[src/rtl/ack_watchdog.sv]
// Ack liveness watchdog: requires ack at least once per WINDOW armed cycles, counts acks, latches a sticky error.
// Optional min/max ack-interval statistics are enabled with `define ACK_WATCHDOG_STATS_EN.
module ack_watchdog #(
  parameter int WINDOW = 15,
  parameter int CNT_W  = 8,
  parameter int ACK_W  = 16
) (
  input  logic             clk,
  input  logic             rst,
  input  logic             enable,
  input  logic             ack,
  input  logic             clear,
  output logic             armed,
  output logic             timeout,
  output logic             err,
  output logic [CNT_W-1:0] interval,
  output logic [ACK_W-1:0] ack_count
`ifdef ACK_WATCHDOG_STATS_EN
  ,
  output logic [CNT_W-1:0] min_interval,
  output logic [CNT_W-1:0] max_interval
`endif
);

  if (WINDOW < 2 || WINDOW >= (2 ** CNT_W)) begin : g_bad_window
    $error("ack_watchdog: WINDOW must lie in 2..2**CNT_W-1");
  end

  typedef enum logic [1:0] {
    S_IDLE,
    S_ARMED,
    S_TRIPPED
  } state_e;

  localparam logic [CNT_W-1:0] LAST = CNT_W'(WINDOW - 1);

  state_e           state_q, state_d;
  logic [CNT_W-1:0] interval_q, interval_d;
  logic [ACK_W-1:0] ack_count_q, ack_count_d;
  logic             timeout_q, timeout_d;
  logic             ack_counted;

  always_comb begin
    // NOTE: every output of this block gets a default first, so no path can infer a latch.
    state_d     = state_q;
    interval_d  = interval_q;
    ack_count_d = ack_count_q;
    timeout_d   = 1'b0;
    ack_counted = 1'b0;

    unique case (state_q)
      S_IDLE: begin
        interval_d = '0;
        if (clear) begin
          ack_count_d = '0;
        end else if (enable) begin
          state_d = S_ARMED;
        end
      end

      S_ARMED: begin
        if (!enable) begin
          state_d    = S_IDLE;
          interval_d = '0;
          if (clear) ack_count_d = '0;
        end else if (clear) begin
          interval_d  = '0;
          ack_count_d = '0;
        end else if (ack) begin
          interval_d  = '0;
          ack_counted = 1'b1;
          if (!(&ack_count_q)) ack_count_d = ack_count_q + 1'b1;
        end else if (interval_q == LAST) begin
          // Interval freezes at LAST so the bound is visible while err is high.
          state_d   = S_TRIPPED;
          timeout_d = 1'b1;
        end else begin
          interval_d = interval_q + 1'b1;
        end
      end

      S_TRIPPED: begin
        if (clear) begin
          state_d     = S_IDLE;
          interval_d  = '0;
          ack_count_d = '0;
        end
      end

      default: state_d = S_IDLE;
    endcase
  end

  // NOTE: sequential state uses non-blocking assignments so all registers update from pre-edge values.
  always_ff @(posedge clk) begin
    if (rst) begin
      state_q     <= S_IDLE;
      interval_q  <= '0;
      ack_count_q <= '0;
      timeout_q   <= 1'b0;
    end else begin
      state_q     <= state_d;
      interval_q  <= interval_d;
      ack_count_q <= ack_count_d;
      timeout_q   <= timeout_d;
    end
  end

  assign armed     = (state_q == S_ARMED);
  assign err       = (state_q == S_TRIPPED);
  assign timeout   = timeout_q;
  assign interval  = interval_q;
  assign ack_count = ack_count_q;

`ifdef ACK_WATCHDOG_STATS_EN
  logic [CNT_W-1:0] min_q, max_q;

  always_ff @(posedge clk) begin
    if (rst || clear) begin
      min_q <= '1;
      max_q <= '0;
    end else if (ack_counted) begin
      if (interval_q < min_q) min_q <= interval_q;
      if (interval_q > max_q) max_q <= interval_q;
    end
  end

  assign min_interval = min_q;
  assign max_interval = max_q;
`else
  logic unused_ack_counted;
  assign unused_ack_counted = ack_counted;
`endif

endmodule

[config.mk]
export PLATFORM = sky130hd
export DESIGN_NAME = ack_watchdog
export DESIGN_NICKNAME = d
export VERILOG_FILES = /design/src/rtl/ack_watchdog.sv
export SDC_FILE = /design/constraint.sdc
export NUM_CORES = 1
export LEC_CHECK = 0
export ABC_AREA = 1
export ABC_CLOCK_PERIOD_IN_PS = 1800
export BUFFER_PORTS_ARGS = -buffer_cell sky130_fd_sc_hd__buf_2
export CORE_ASPECT_RATIO = 0.5
export CORE_MARGIN = 2
export CORE_UTILIZATION = 45
export CTS_CLUSTER_SIZE = 12
export DETAILED_ROUTE_END_ITERATION = 8
export PLACE_DENSITY = 0.75
export SLEW_MARGIN = 20
export SYNTH_ARGS = -nofsm -noshare
export SYNTH_HDL_FRONTEND = slang
export SYNTH_SLANG_ARGS = --single-unit
[constraint.sdc]
create_clock -name clk -period 1.8 [get_ports clk]
set_input_delay 0.18 -clock clk [delete_from_list [all_inputs] [get_ports clk]]
set_output_delay 0.18 -clock clk [all_outputs]
set_load 0.1 [all_outputs]
### Word-level counts from Yosys, hierarchy flattened

Index checks and enable logic that the tools add are counted.

* reduce and logical (&&, ||, !) cells: 9
* bitwise operators: 2
* muxes and demuxes: 21
* add/sub/neg operators: 2
* eq/ne operators: 12

Operators by type and width (count)
* 2-to-1 mux 16 bit: 5
* 2-to-1 mux 8 bit: 5
* case mux 16 bit (2 select lines): 1
* case mux 8 bit (3 select lines): 1
* adder 16 x 1 -> 16 bit (second input constant): 1
* AND reduction 16 bit: 1
* 2-to-1 mux 2 bit: 7
* adder 8 x 1 -> 8 bit (second input constant): 1
* == test 8 x 4 -> 1 bit (second input constant): 1
* != test 4 bit (second input constant): 2
* != test 2 bit (second input constant): 3
* != test 3 bit (second input constant): 2
* case mux 2 bit (3 select lines): 1
* AND reduction 3 bit: 2
* AND reduction 6 bit: 1
* != test 5 bit (second input constant): 1
* OR reduction 5 bit: 1
* != test 3 x 2 -> 1 bit (second input constant): 1
* nonzero test 3 bit: 1
* == test 2 x 1 -> 1 bit (second input constant): 1
* == test 2 bit (second input constant): 1
* logical NOT 2 bit: 1
* NOT 1 bit: 2
* nonzero test 2 bit: 1
* 2 further kinds: 2

* output and inout bits: 27
* bits in registers: 27

### Logic depth before layout (Yosys ltp)

Gate-level depths: netlist (run 1).

* depth in word-level cells: 6
* depth in mapped cells: 12
* depth with buffers taken out: 11

### Least setup slack after synthesis (run 1)

No wires, ideal clock.

* path kind: register to register
* start point: register state_q[1]
* end point: register interval_q[2] (netlist: interval[2])
* path slack: -663 ps
* cell stages (with the launch flop): 9
* setup time: 64 ps
* data required time: 1736 ps
* arrival time: 2399 ps
* path through: dfxtp_1 -> inv_2 -> nor2_1 -> nand2_1 -> nand2_1 -> nand2_1 -> inv_1 -> o21ai_0 -> nor2_1

* longest elaborated chain between the ends: 3

RTL lines
* start: declaration: line 37 `state_e state_q, state_d;`
* start signal: assignment: line 102 `state_q <= state_d;`
* == test 2 bit (*)
* named net err: line 15 `output logic err,`
* != test 2 bit (no line) / nonzero test 3 bit (equally long branches)
* AND reduction 3 bit (no line)
* end signal: assignment: line 103 `interval_q <= interval_d;`
* end: declaration: line 38 `logic [CNT_W-1:0] interval_q, interval_d;`

Mark *: on every way through the listed nets, which the timed path passes. The rest lies on a longest branch.
A chain may end at the register's enable or synchronous reset.

### Final worst setup path (run 1)

* start point: register state_q[0]
* end point: output armed

* longest elaborated chain between the ends: 1

RTL lines
* == test 2 x 1 -> 1 bit: line 109 `assign armed = (state_q == S_ARMED);`
* end: declaration: line 13 `output logic armed,`

Every way passes these cells.

==> results of run 1 <==
where the power goes:
| part | total [mW] | switching [mW] | internal, mW |
|---|---|---|---|
| Sequential | 0.604 | 0.00645 | 0.598 |
| Combinational | 0.129 | 0.0950 | 0.0336 |
| Clock | 0.346 | 0.187 | 0.158 |
routing by layer:
layer	wire, um	global-route usage	vias to the layer above
li1	-	-	1020
met1	2100	0.247	833
met2	1830	0.303	44
met3	182	0.0405	2
met4	4	0.0211	0
met5	0	0	-
cell type report:
type / count / share of cell area
repair buffers: 35 / 0.0853
multi-input cells: 221 / 0.501
well taps: 54 / 0.0307
inverters: 60 / 0.103
clock buffers: 4 / 0.0205
flip-flops and latches: 27 / 0.259
sequential cells by signal, indices dropped and copies added, names as in the netlist:
name	cells
timeout	1
ack_count	16
state_q	2
interval	8
worst max-delay path, cell delays in order (launching register included):
cell	delay [ps]
sky130_fd_sc_hd__dfxtp_1	470
sky130_fd_sc_hd__buf_4	210
sky130_fd_sc_hd__inv_1	90
sky130_fd_sc_hd__nor2_2	80
sky130_fd_sc_hd__clkbuf_4	330
cells by family (layout without fill, tap and decap cells):
family | count (synthesis) | in the layout | synth area share
flip-flops | 27 | 27 | 0.281
AO/OA/AOI/OAI | 20 | 20 | 0.0584
adder cells (fa/ha/maj) | 3 | 3 | 0.0195
AND/OR/NAND/NOR | 198 | 198 | 0.489
buffers and inverters | 66 | 99 | 0.153
worst min path at each step:
| stage | endpoint | slack (ps) | startpoint | cells after the start |
|---|---|---|---|---|
| final | ack_count[2] | 120 | rst | 2 |
| after global routing | ack_count[1] | 140 | rst | 2 |
| after CTS | ack_count[2] | 110 | rst | 2 |
| after detailed placement | ack_count[2] | 410 | rst | 2 |
| after global placement | ack_count[0] | 400 | rst | 2 |
| after floorplan | ack_count[0] | 240 | rst | 1 |
metrics by stage:
step / hold WS [ps] / std cells / cell area [sq um]
after floorplan: 239 / 314 / 1970
after global placement: 398 / 397 / 2150
after detailed placement: 408 / 397 / 2150
after CTS: 111 / 401 / 2200
after global routing: 136 / 401 / 2200
final: 123 / 401 / 2200
cells in the final DEF, fill, tap and decap left out, drive strengths merged:
cell,netlist,routed
nand2,99,99
inv,60,60
nor2,59,59
buf,6,34
nand3,27,27
dfxtp,27,27
o21ai,12,12
a21oi,6,6
nand4,5,5
clkbuf,0,5
nor3,4,4
nand3b,4,4
ha,3,3
o211ai,1,1
o21bai,1,1
==> results.cfg, run 1 <==
[outcome]
run_status = finished clean

[floorplan]
start_util = 0.481
rows = 16
die_w_um = 96.5
fp.coreArea_sq_um = 4000
pin_count = 32
die_height_um = 50.3
full_die_area_sq_um = 4850

[setup_path]
critPathCaptureType = output port
setup.worst_path.start_class = register
worst-r2r-cell-count = 11
capture_point_of_the_worst_path = armed
crit_fanout = 7
cp.required_ps = 1620
cp-startpoint = state_q[0]
reg2reg_to = ack_count[14]
critPathKind = reg -> out
arrival_ps = 1460
internal_reg_to_reg_setup_slack_ps = 230
reg_to_reg_critical_path_startpoint = ack_count[0]

[synth]
synthesis.instances = 314
top_post_synthesis_cells_by_area = sky130_fd_sc_hd__dfxtp_1, sky130_fd_sc_hd__nand2_1, sky130_fd_sc_hd__inv_1
synth.cells.most_frequent = sky130_fd_sc_hd__nand2_1, sky130_fd_sc_hd__inv_1, sky130_fd_sc_hd__nor2_1
yosys.cell_types.count = 26
mappedNetlistNets = 322
edff_count_synth = 0
synth_top_area_share = 0.281
synth.yosys.seq_area_share = 0.281
yosys.cell_count.top_type = sky130_fd_sc_hd__nand2_1
synthesis.area_sq_um = 1930
synth_largest_area_cell = sky130_fd_sc_hd__dfxtp_1
synthesized_flop_and_latch_total = 27
synth-main-ff-cell = sky130_fd_sc_hd__dfxtp_1
synthesis.area_per_instance_sq_um = 6.14
synth-async-reset-ratio = 0
yosysWarnings = 0

[place]
place.detailed.hpwl_um = 3250
gp_routability_congestion = 0.879
portBuffers = 31
dp_worst_setup_slack_ps = 265

[timing]
tns_ps = 0
finalMaxSlewViolations = 0
timing.final.crit_period_ps = 1640
grt_setup_unrepaired = false
maxSlewHeadroom = 0.674
setup_slack_ps = 164
finClkSkew_ps = 3.93
fmax_mhz = 611
final.period_utilization = 0.909
finalSetupViolations = 0
finalHoldViolCount = 0
tightestPinTransition_ps = 492

[pwr]
p_leak_nw = 0.985
vdd.ir_drop.worst_mv = 0.343
power.density_nw_per_um2 = 490
power_mw = 1.08

[routing]
drt_first_pass_iters = 4
routed_wirelength_um = 4120
initialDrtViolationCount = 102
route.detailed.wl_per_inst_um = 10.3
drc = 0
antenna_violating_nets_post_route = 0
route.vias.total = 1899
post_drt_via_cell_ratio = 4.74

[global_route]
globalRoute.totalOverflow = 0
number_of_antenna_violations_at_the_first_check_in_global_routing = 0
grt_pass1_vias = 1633
grt_usage = 0.181
grt_max_degree = 15
wire_length_of_the_first_global_routing_pass_um = 7000

[layout]
n_antenna_cell = 0
finish.net_count = 356
fillers = 418
final-seq-area_sq_um = 571
final_util = 0.550
area_growth_syn_to_layout_pct = 14.2
multi_input_area_sq_um = 1100
layout-drive-gt1-share = 0.297

[clock_network]
cts.path.max_buffers = 2
htreeDepth = 1
cts_tree = done
cts.reportedPaths.clkPinSlew_ps = 90
number_of_buffers_inserted_during_clock_tree_synthesis = 3
hold_buffer_count_at_cts = 0
clock-root-buffer = sky130_fd_sc_hd__clkbuf_8
post_cts_resize_count = 0
cts_num_sinks = 27
worst_skew_pair.late_latency_ps = 270
post_cts_repair_setup_buffers = 0

[run]
timing.max_cap.violations = 0

[worst_hold_path]
holdCritPathClass = in -> reg
No activity file was read; power rests on OpenSTA's default activity.
==> inputs of run 2 (changes only) <==
- ABC_CLOCK_PERIOD_IN_PS: 1800 -> 1500
- CORE_UTILIZATION: 45 -> 40
- PLACE_DENSITY: 0.75 -> 0.71
- clock period: 1.8 -> 1.5 ns (I/O delays scaled with it)
==> run 2 against run 1 <==
Compared with the run above:
- routed wire length up 8.0%
- register-to-register slack got worse by 160 ps
- sequential power grew 14%
- power is 22% higher
- global-route usage is 0.94 points lower
- via count increased by 2.2%
- critical path depth increased by 1
==> results.cfg, run 2 (synthesis results as in run 1) <==
[outcome]
run_status = finished clean

[setup_path]
crit_chain = buf_12 > inv_1 > buf_4 > nor2_4 > buf_12
critical_path_buf_inv_count = 4
timing.critical_path.slowest_stage_cell = sky130_fd_sc_hd__dfxtp_2
timing.critical_path.mode_cell = sky130_fd_sc_hd__buf_12
critPathKind = reg -> out
setup.worst_path.start_class = register
arrival_ps = 1290
timing.critical_path.slowest_cell_delay_ps = 390
crit_fanout = 10
cp.required_ps = 1350
timing.critical_path.max_delay_family = buffers and inverters
critPathCaptureType = output port

[routing]
route.vias.total = 1940
route.detailed.wl_per_inst_um = 10.4
routed_wirelength_um = 4450
initialDrtViolationCount = 40
drc = 0
drt_first_pass_iters = 4
post_drt_via_cell_ratio = 4.55
antenna_violating_nets_post_route = 0

[pwr]
p_leak_nw = 1.08
vdd.ir_drop.worst_mv = 0.283
power.density_nw_per_um2 = 527
power_mw = 1.32

[run]
timing.max_cap.violations = 0

[worst_hold_path]
holdCritPathClass = in -> reg

[clock_network]
cts.reportedPaths.clkPinSlew_ps = 100
htreeDepth = 1
number_of_buffers_inserted_during_clock_tree_synthesis = 3
clock-root-buffer = sky130_fd_sc_hd__clkbuf_8
cts_num_sinks = 27
cts.path.max_buffers = 2
cts_tree = done
worst_skew_pair.late_latency_ps = 280

[layout]
area_growth_syn_to_layout_pct = 30.0
finish.net_count = 369
n_antenna_cell = 0
largest_reg_flops = 16
fin_area_sq_um = 2500
final-seq-area_sq_um = 626
final_util = 0.555
final_cell_mix = sky130_fd_sc_hd__nand2_1, sky130_fd_sc_hd__inv_1, sky130_fd_sc_hd__nor2_1
fillers = 458
multi_input_area_sq_um = 1180
layout-drive-gt1-share = 0.389
final_common_cell = sky130_fd_sc_hd__nand2_1
cell_count_final_fillers_out = 426

[global_route]
number_of_antenna_violations_at_the_first_check_in_global_routing = 0
grt_pass1_vias = 1724
wire_length_of_the_first_global_routing_pass_um = 7280
grt_usage = 0.172
globalRoute.totalOverflow = 0
grt_max_degree = 16

[place]
placed_cell_area_sq_um = 2340
place.detailed.hpwl_um = 3450
portBuffers = 31
gp_routability_congestion = 0.837
placed_cells_incl_taps = 414

[floorplan]
full_die_area_sq_um = 5420
rows = 17
die_w_um = 102
pin_count = 32
start_util = 0.427
fp.coreArea_sq_um = 4510
die_height_um = 53.1

[timing]
finalSetupViolations = 0
finClkSkew_ps = 4.74
final.period_utilization = 0.959
fmax_mhz = 695
grt_setup_unrepaired = true
maxSlewHeadroom = 0.675
timing.final.crit_period_ps = 1440
finalMaxSlewViolations = 0
finalHoldViolCount = 0
tightestPinTransition_ps = 490
[run 2: cell types whose count changed in the layout (fill, tap and decap cells not counted), sizes merged]
cell / change
inv: +1
clkinv: +1
buf: +13
clkbuf: -2
[run 2: layer usage]
| metal | global-route usage | routed length (um) | share of wire | up-vias |
|---|---|---|---|---|
| li1 | - | - | - | 1050 |
| met1 | 0.222 | 2210 | 0.50 | 858 |
| met2 | 0.297 | 2070 | 0.47 | 28 |
| met3 | 0.0370 | 143 | 0.032 | 4 |
| met4 | 0.0378 | 26 | 0.0058 | 0 |
| met5 | 0 | 0 | 0 | - |
[run 2: final timing paths]
path	cells past startpoint	slack, ps	start	endpoint
worst max-delay path	5	60	state_q[0]	armed
worst min-delay path	2	80	rst	ack_count[1]
worst max register to register	11	70	ack_count[1]	ack_count[8]
worst min register to register	2	490	interval[6]	interval[6]
[run 2: cell type report]
| cell class | instances | share of cell area |
|---|---|---|
| inverters | 60 | 0.0929 |
| flip-flops and latches | 27 | 0.250 |
| clock inverters | 1 | 0.00200 |
| well taps | 66 | 0.0330 |
| repair inverters | 1 | 0.00250 |
| multi-input cells | 221 | 0.470 |
| repair buffers | 47 | 0.133 |
| clock buffers | 3 | 0.0165 |
[run 2: through the flow]
| step | setup TNS (ps) | worst slack (ps) | hold slack (ps) |
|---|---|---|---|
| after floorplan | -1250 | -104 | 209 |
| after global placement | 0 | 64.5 | 386 |
| after detailed placement | 0 | 30.8 | 397 |
| after CTS | 0 | 19.6 | 84.3 |
| after global routing | -524 | -58.2 | 92.6 |
| final | 0 | 61.9 | 84.9 |
[run 2: what timing repair did]
item / 4_1_cts / 5_1_grt
endpoints found under the hold margin: 0 / 0
endpoints found under the setup margin: 1 / 25
hold buffers: 0 / 0
resized for setup: 1 / 23
pin swaps: 0 / 4
cloned: 0 / 1
setup buffers: 0 / 7
[run 2: report_power, final]
part	leakage, nW	switching [mW]	internal (mW)	total, mW
combinational	0.819	0.130	0.0669	0.197
clock	0.0255	0.244	0.187	0.431
sequential	0.237	0.00643	0.684	0.691
total	1.08	0.381	0.938	1.32
